===== config.mk =====
export PLATFORM = sky130hd
export DESIGN_NAME = ex_muldiv_unit
export DESIGN_NICKNAME = d
export VERILOG_FILES = /design/src/rtl/ex_muldiv_unit.sv
export SDC_FILE = /design/constraint.sdc
export NUM_CORES = 2
export LEC_CHECK = 0
export ABC_CLOCK_PERIOD_IN_PS = 14750
export BUFFER_PORTS_ARGS = -buffer_cell sky130_fd_sc_hd__buf_4
export CORE_AREA = 2 2 319 321
export CTS_CLUSTER_DIAMETER = 60
export DETAILED_ROUTE_END_ITERATION = 10
export DIE_AREA = 0 0 321 323
export PLACE_DENSITY = 0.65
export SLEW_MARGIN = 10
export SYNTH_ARGS = -nofsm -noshare
export SYNTH_HDL_FRONTEND = slang
export SYNTH_SLANG_ARGS = --single-unit
export TNS_END_PERCENT = 50

===== constraint.sdc =====
create_clock -name clk -period 14.75 [get_ports clk]
set_input_delay 2.95 -clock clk [delete_from_list [all_inputs] [get_ports clk]]
set_output_delay 2.95 -clock clk [all_outputs]
set_load 0.01 [all_outputs]

===== src/rtl/ex_muldiv_unit.sv =====
// rtl/ex_muldiv_unit.sv - RV32M multiply/divide unit with single-cycle multiply and restoring divider
// Optional feature macro: MULDIV_EARLY_OUT_EN (divides with |a| < |b| finish in one cycle)
module ex_muldiv_unit #(
  parameter int DATA_WIDTH = 32
) (
  input  logic                  clk,
  input  logic                  rst,
  input  logic                  start,
  input  logic [2:0]            op,
  input  logic [DATA_WIDTH-1:0] a,
  input  logic [DATA_WIDTH-1:0] b,
  input  logic [4:0]            rd_in,
  input  logic                  flush,
  output logic                  stall,
  output logic                  done,
  output logic [DATA_WIDTH-1:0] result,
  output logic [4:0]            rd_out
);

  localparam int W  = DATA_WIDTH;
  localparam int CW = $clog2(W + 1);

  typedef enum logic [1:0] {
    IDLE,
    BUSY,
    DONE
  } state_t;

  state_t         state_q, state_d;
  logic [2:0]     op_q, op_d;
  logic [4:0]     rd_q, rd_d;
  logic [4:0]     rd_out_q, rd_out_d;
  logic [W-1:0]   result_q, result_d;
  logic [W-1:0]   quo_q, quo_d;
  logic [W-1:0]   rem_q, rem_d;
  logic [W-1:0]   dvs_q, dvs_d;
  logic [CW-1:0]  cnt_q, cnt_d;
  logic           neg_quo_q, neg_quo_d;
  logic           neg_rem_q, neg_rem_d;

  // Multiply: operands widened to 33 bits with per-op sign, then to 2W so the
  // low 2W bits of an unsigned product equal the signed product.
  logic           a_mul_sgn, b_mul_sgn;
  logic [W:0]     a_ext, b_ext;
  logic [2*W-1:0] a_mul, b_mul, prod;
  logic [W-1:0]   mul_res;

  // Divide setup helpers evaluated on the incoming operands.
  logic           div_signed, a_neg, b_neg;
  logic [W-1:0]   mag_a, mag_b;
  logic           div_by_zero, div_ovf;
  logic [W-1:0]   spec_res;

  // One restoring step on the registered divider state.
  logic [W:0]     rem_sh, trial;
  logic           step_ge;
  logic [W-1:0]   rem_next, quo_next, quo_fin, rem_fin;

  // Operand conditioning, product and divider datapath
  always_comb begin
    a_mul_sgn = (op != 3'd3);
    b_mul_sgn = ~op[1];
    a_ext     = {a_mul_sgn & a[W-1], a};
    b_ext     = {b_mul_sgn & b[W-1], b};
    a_mul     = {{(W-1){a_ext[W]}}, a_ext};
    b_mul     = {{(W-1){b_ext[W]}}, b_ext};
    prod      = a_mul * b_mul;
    mul_res   = (op[1:0] == 2'd0) ? prod[W-1:0] : prod[2*W-1:W];

    div_signed  = ~op[0];
    a_neg       = div_signed & a[W-1];
    b_neg       = div_signed & b[W-1];
    mag_a       = a_neg ? (~a + 1'b1) : a;
    mag_b       = b_neg ? (~b + 1'b1) : b;
    div_by_zero = (b == '0);
    div_ovf     = div_signed & (a == {1'b1, {(W-1){1'b0}}}) & (b == '1);
    if (div_by_zero) begin
      spec_res = op[1] ? a : '1;
    end else begin
      spec_res = op[1] ? '0 : {1'b1, {(W-1){1'b0}}};
    end

    rem_sh   = {rem_q, quo_q[W-1]};
    trial    = rem_sh - {1'b0, dvs_q};
    step_ge  = ~trial[W];
    rem_next = step_ge ? trial[W-1:0] : rem_sh[W-1:0];
    quo_next = {quo_q[W-2:0], step_ge};
    quo_fin  = neg_quo_q ? (~quo_next + 1'b1) : quo_next;
    rem_fin  = neg_rem_q ? (~rem_next + 1'b1) : rem_next;
  end

  // Next-state and register updates for the IDLE/BUSY/DONE control
  always_comb begin
    state_d   = state_q;
    op_d      = op_q;
    rd_d      = rd_q;
    rd_out_d  = rd_out_q;
    result_d  = result_q;
    quo_d     = quo_q;
    rem_d     = rem_q;
    dvs_d     = dvs_q;
    cnt_d     = cnt_q;
    neg_quo_d = neg_quo_q;
    neg_rem_d = neg_rem_q;

    case (state_q)
      IDLE: begin
        if (start && !flush) begin
          op_d = op;
          rd_d = rd_in;
          if (!op[2]) begin
            result_d = mul_res;
            rd_out_d = rd_in;
            state_d  = DONE;
          end else if (div_by_zero || div_ovf) begin
            result_d = spec_res;
            rd_out_d = rd_in;
            state_d  = DONE;
          end
`ifdef MULDIV_EARLY_OUT_EN
          else if (mag_a < mag_b) begin
            result_d = op[1] ? a : '0;
            rd_out_d = rd_in;
            state_d  = DONE;
          end
`endif
          else begin
            quo_d     = mag_a;
            dvs_d     = mag_b;
            rem_d     = '0;
            cnt_d     = CW'(W);
            neg_quo_d = a_neg ^ b_neg;
            neg_rem_d = a_neg;
            state_d   = BUSY;
          end
        end
      end
      BUSY: begin
        if (flush) begin
          state_d = IDLE;
        end else begin
          quo_d = quo_next;
          rem_d = rem_next;
          cnt_d = cnt_q - 1'b1;
          if (cnt_q == CW'(1)) begin
            result_d = op_q[1] ? rem_fin : quo_fin;
            rd_out_d = rd_q;
            state_d  = DONE;
          end
        end
      end
      DONE: begin
        state_d = IDLE;
      end
      default: begin
        state_d = IDLE;
      end
    endcase
  end

  // State and datapath registers, synchronous active-high reset
  always_ff @(posedge clk) begin
    if (rst) begin
      state_q   <= IDLE;
      op_q      <= '0;
      rd_q      <= '0;
      rd_out_q  <= '0;
      result_q  <= '0;
      quo_q     <= '0;
      rem_q     <= '0;
      dvs_q     <= '0;
      cnt_q     <= '0;
      neg_quo_q <= 1'b0;
      neg_rem_q <= 1'b0;
    end else begin
      state_q   <= state_d;
      op_q      <= op_d;
      rd_q      <= rd_d;
      rd_out_q  <= rd_out_d;
      result_q  <= result_d;
      quo_q     <= quo_d;
      rem_q     <= rem_d;
      dvs_q     <= dvs_d;
      cnt_q     <= cnt_d;
      neg_quo_q <= neg_quo_d;
      neg_rem_q <= neg_rem_d;
    end
  end

  // Pipeline hold: combinational, dropped immediately on a redirect
  always_comb begin
    stall  = ~flush & (((state_q == IDLE) & start) | (state_q == BUSY));
    done   = (state_q == DONE);
    result = result_q;
    rd_out = rd_out_q;
  end

endmodule


==> results_dict.tcl <==
set metrics [dict create \
    stdcell_count 6890 \
    drt_pass1_iterations 8 \
    status "finished, final reports clean" \
    syn_avg_cell_area_um2 8.61 \
    netlist_top_cells_count "inv_1, fa_1, nand2_1, and2_1, nor2_1" \
    htree_levels 4 \
    dieWidth_um 321 \
    period_minus_slack_ns 11.91 \
    finalSetupViolCount 0 \
    synthArstFlopShare 0 \
    grt_max_degree 87 \
    dp_hpwl_mm 115 \
    rr_worst_depth 23 \
    yosysUniqueCellTypes 95 \
    skew_ns 0.0115 \
    syn_to_final_growth_pct 3.86 \
    synth_most_common_cell "inv_1" \
    slew_viol_final 0 \
    crit_slowest_cell "fa_1" \
    boundaryPins 115 \
    vias 39800 \
    slowest_delay_ns 0.70 \
    r2r_setup_slack_ns 7.66 \
    synth_ff_type "dfxtp_1" \
    antenna_found_initial 12 \
    grt_pass1_vias 41800 \
    drive_above_1_share 0.0427 \
    timing.final.ws_setup_ns 2.84 \
    max_freq_mhz 83.9 \
    path_clk_slew_ns 0.07 \
    floorplan.initialDensity 0.493 \
    tightestPinTransition_ns 1.15 \
    cts_buffer_depth 2 \
    worstReg2RegEnd "result[30]" \
    dp_slack_ns 2.47 \
    start_kind "input port" \
    syn_area_um2 49700 \
    post-cts-setup-buffers 0 \
    ys_top_cells_by_area "fa_1, inv_1, nand2_1" \
    critPathKind "in2reg" \
    ys_warn_count 0 \
    rows 117 \
    maxSlewHeadroom 0.232 \
    hold_path.class "reg2reg" \
    synth_seq_area_share 0.0601 \
    final_core_util 0.512 \
    cts_tree "done" \
    wl_per_cell_um 22.6 \
    crit_top_cell "fa_1" \
    yosysTopAreaCell "fa_1" \
    synth_cells 5767 \
    cp-endpoint "result[31]" \
    grt_pass1_wl_mm 246 \
    dpl.cell_count 6852 \
    io_buffer_count 114 \
    grt_overflow 0 \
    drt-vias-per-instance 5.78 \
    r2r-start "quo_q[31]" \
    ys_ff_latch 149 \
    cts_made_buffers 17 \
    die_h_um 323 \
    synth_fp_nets 7220 \
    cts_sinks 149 \
    finalHoldViolCount 0 \
    endpoint_kind "register" \
    coreArea_um2 101000 \
    synth.top_cell.area_share 0.454 \
    clock_latency_ns 0.46 \
    dr.first_iter.drc_count 3550 \
    worstPathRequired_ns 15.05 \
    crit_path_max_fanout 11 \
    grtUsageTotal 0.310 \
    finalCritPeriodShare 0.808 \
    rsz0062_at_grt "false" \
    root_buffer "clkbuf_16" \
    timing.setup.tns_ns 0 \
    fillerInstances 9600 \
    cts-resized-gates 0 \
    die_area_um2 104000 \
    drv_cap 0 \
    cp.arrival_ns 12.22 \
    drc 0 \
    drt_wl_total_mm 156 \
    cts_hold_buf 0 \
    nets 7015 \
    critPathLaunch "op[0]" \
    place_congestion 0.983 \
    synth_edf_count 0 \
    ant_nets 0 \
]
-- worst max-delay path: cells and delay by family --
family	cells	cell delay (ns)
adders and majority gates	9	4.62
AOI/OAI and AO/OA	7	2.04
and+or+nand+nor	8	1.88
buffers and inverters	6	0.61
muxes	1	0.12
-- cell usage in the layout, fill, tap and decap left out, types with 18 or more instances in the layout --
cell type	n
nor4_1	18
or3_1	32
ha_1	251
nand2_1	852
nor2_1	297
inv_1	1136
and2_1	361
and3_1	22
a222oi_1	19
xor2_1	71
fa_1	1126
mux2i_1	31
or2_2	18
o211ai_1	18
a21o_1	39
a21oi_1	171
dfxtp_1	149
nand4_1	26
a211oi_1	60
a31oi_1	19
o31ai_1	36
nor3_1	47
buf_4	145
nand2b_1	18
a311oi_1	23
xnor2_1	130
a22oi_1	20
o21ai_0	117
nand3_1	37
-- routing by layer --
| metal | routed length [µm] | global-route usage | vias to the layer above |
|---|---|---|---|
| met1 | 64000 | 0.422 | 20400 |
| li1 | - | - | 17300 |
| met3 | 15000 | 0.0696 | 358 |
| met2 | 70400 | 0.489 | 1731 |
| met4 | 6190 | 0.108 | 4 |
| met5 | 19 | 0 | - |
-- through the flow --
stage	hold slack (ns)	area, µm²
2_1_floorplan	0.432	49700
3_3_place_gp	0.447	51000
3_5_place_dp	0.454	51000
4_1_cts	0.463	51600
5_1_grt	0.486	51600
6_report	0.461	51600
-- flip-flops by register name, summed over array words and instances (netlist names) --
signal and cells:
cnt_q 6, rd_q 5, dvs_q 32, state_q 2, rem_q 32, result 32
op_q 1, rd_out 5, neg_rem_q 1, quo_q 32, neg_quo_q 1
-- cell type report --
cell class	instances	area, µm²	area share
clock inverters	15	148	0.00286
inverters	1139	4280	0.0829
repair buffers	145	1090	0.0211
multi-input cells	4110	41000	0.795
diodes	6	15.0	0.000291
well taps	1309	1640	0.0318
flip-flops and latches	149	2980	0.0578
clock buffers	17	425	0.00825
-- worst min-delay path by stage --
stage	from	end	cells past startpoint
after floorplan	dvs_q[30]	dvs_q[30]	2
after global placement	dvs_q[30]	dvs_q[30]	2
after detailed placement	dvs_q[0]	dvs_q[0]	2
after CTS	dvs_q[0]	dvs_q[0]	2
after global routing	dvs_q[30]	dvs_q[30]	2
final	dvs_q[0]	dvs_q[0]	2
-- cell families after synthesis --
| kind of cell | after synthesis | share of synthesized area |
|---|---|---|
| xor gates and xnor gates | 201 | 0.0354 |
| and+or+nand+nor | 1795 | 0.168 |
| muxes | 43 | 0.00920 |
| DFF | 149 | 0.0601 |
| buffers and inverters | 1508 | 0.115 |
| adders and majority gates | 1377 | 0.517 |
| AOI/OAI and AO/OA | 694 | 0.0954 |
Power is left out: the tool's default activity adds up to more than one toggle a clock period on the data nets, which glitch-free logic cannot reach.
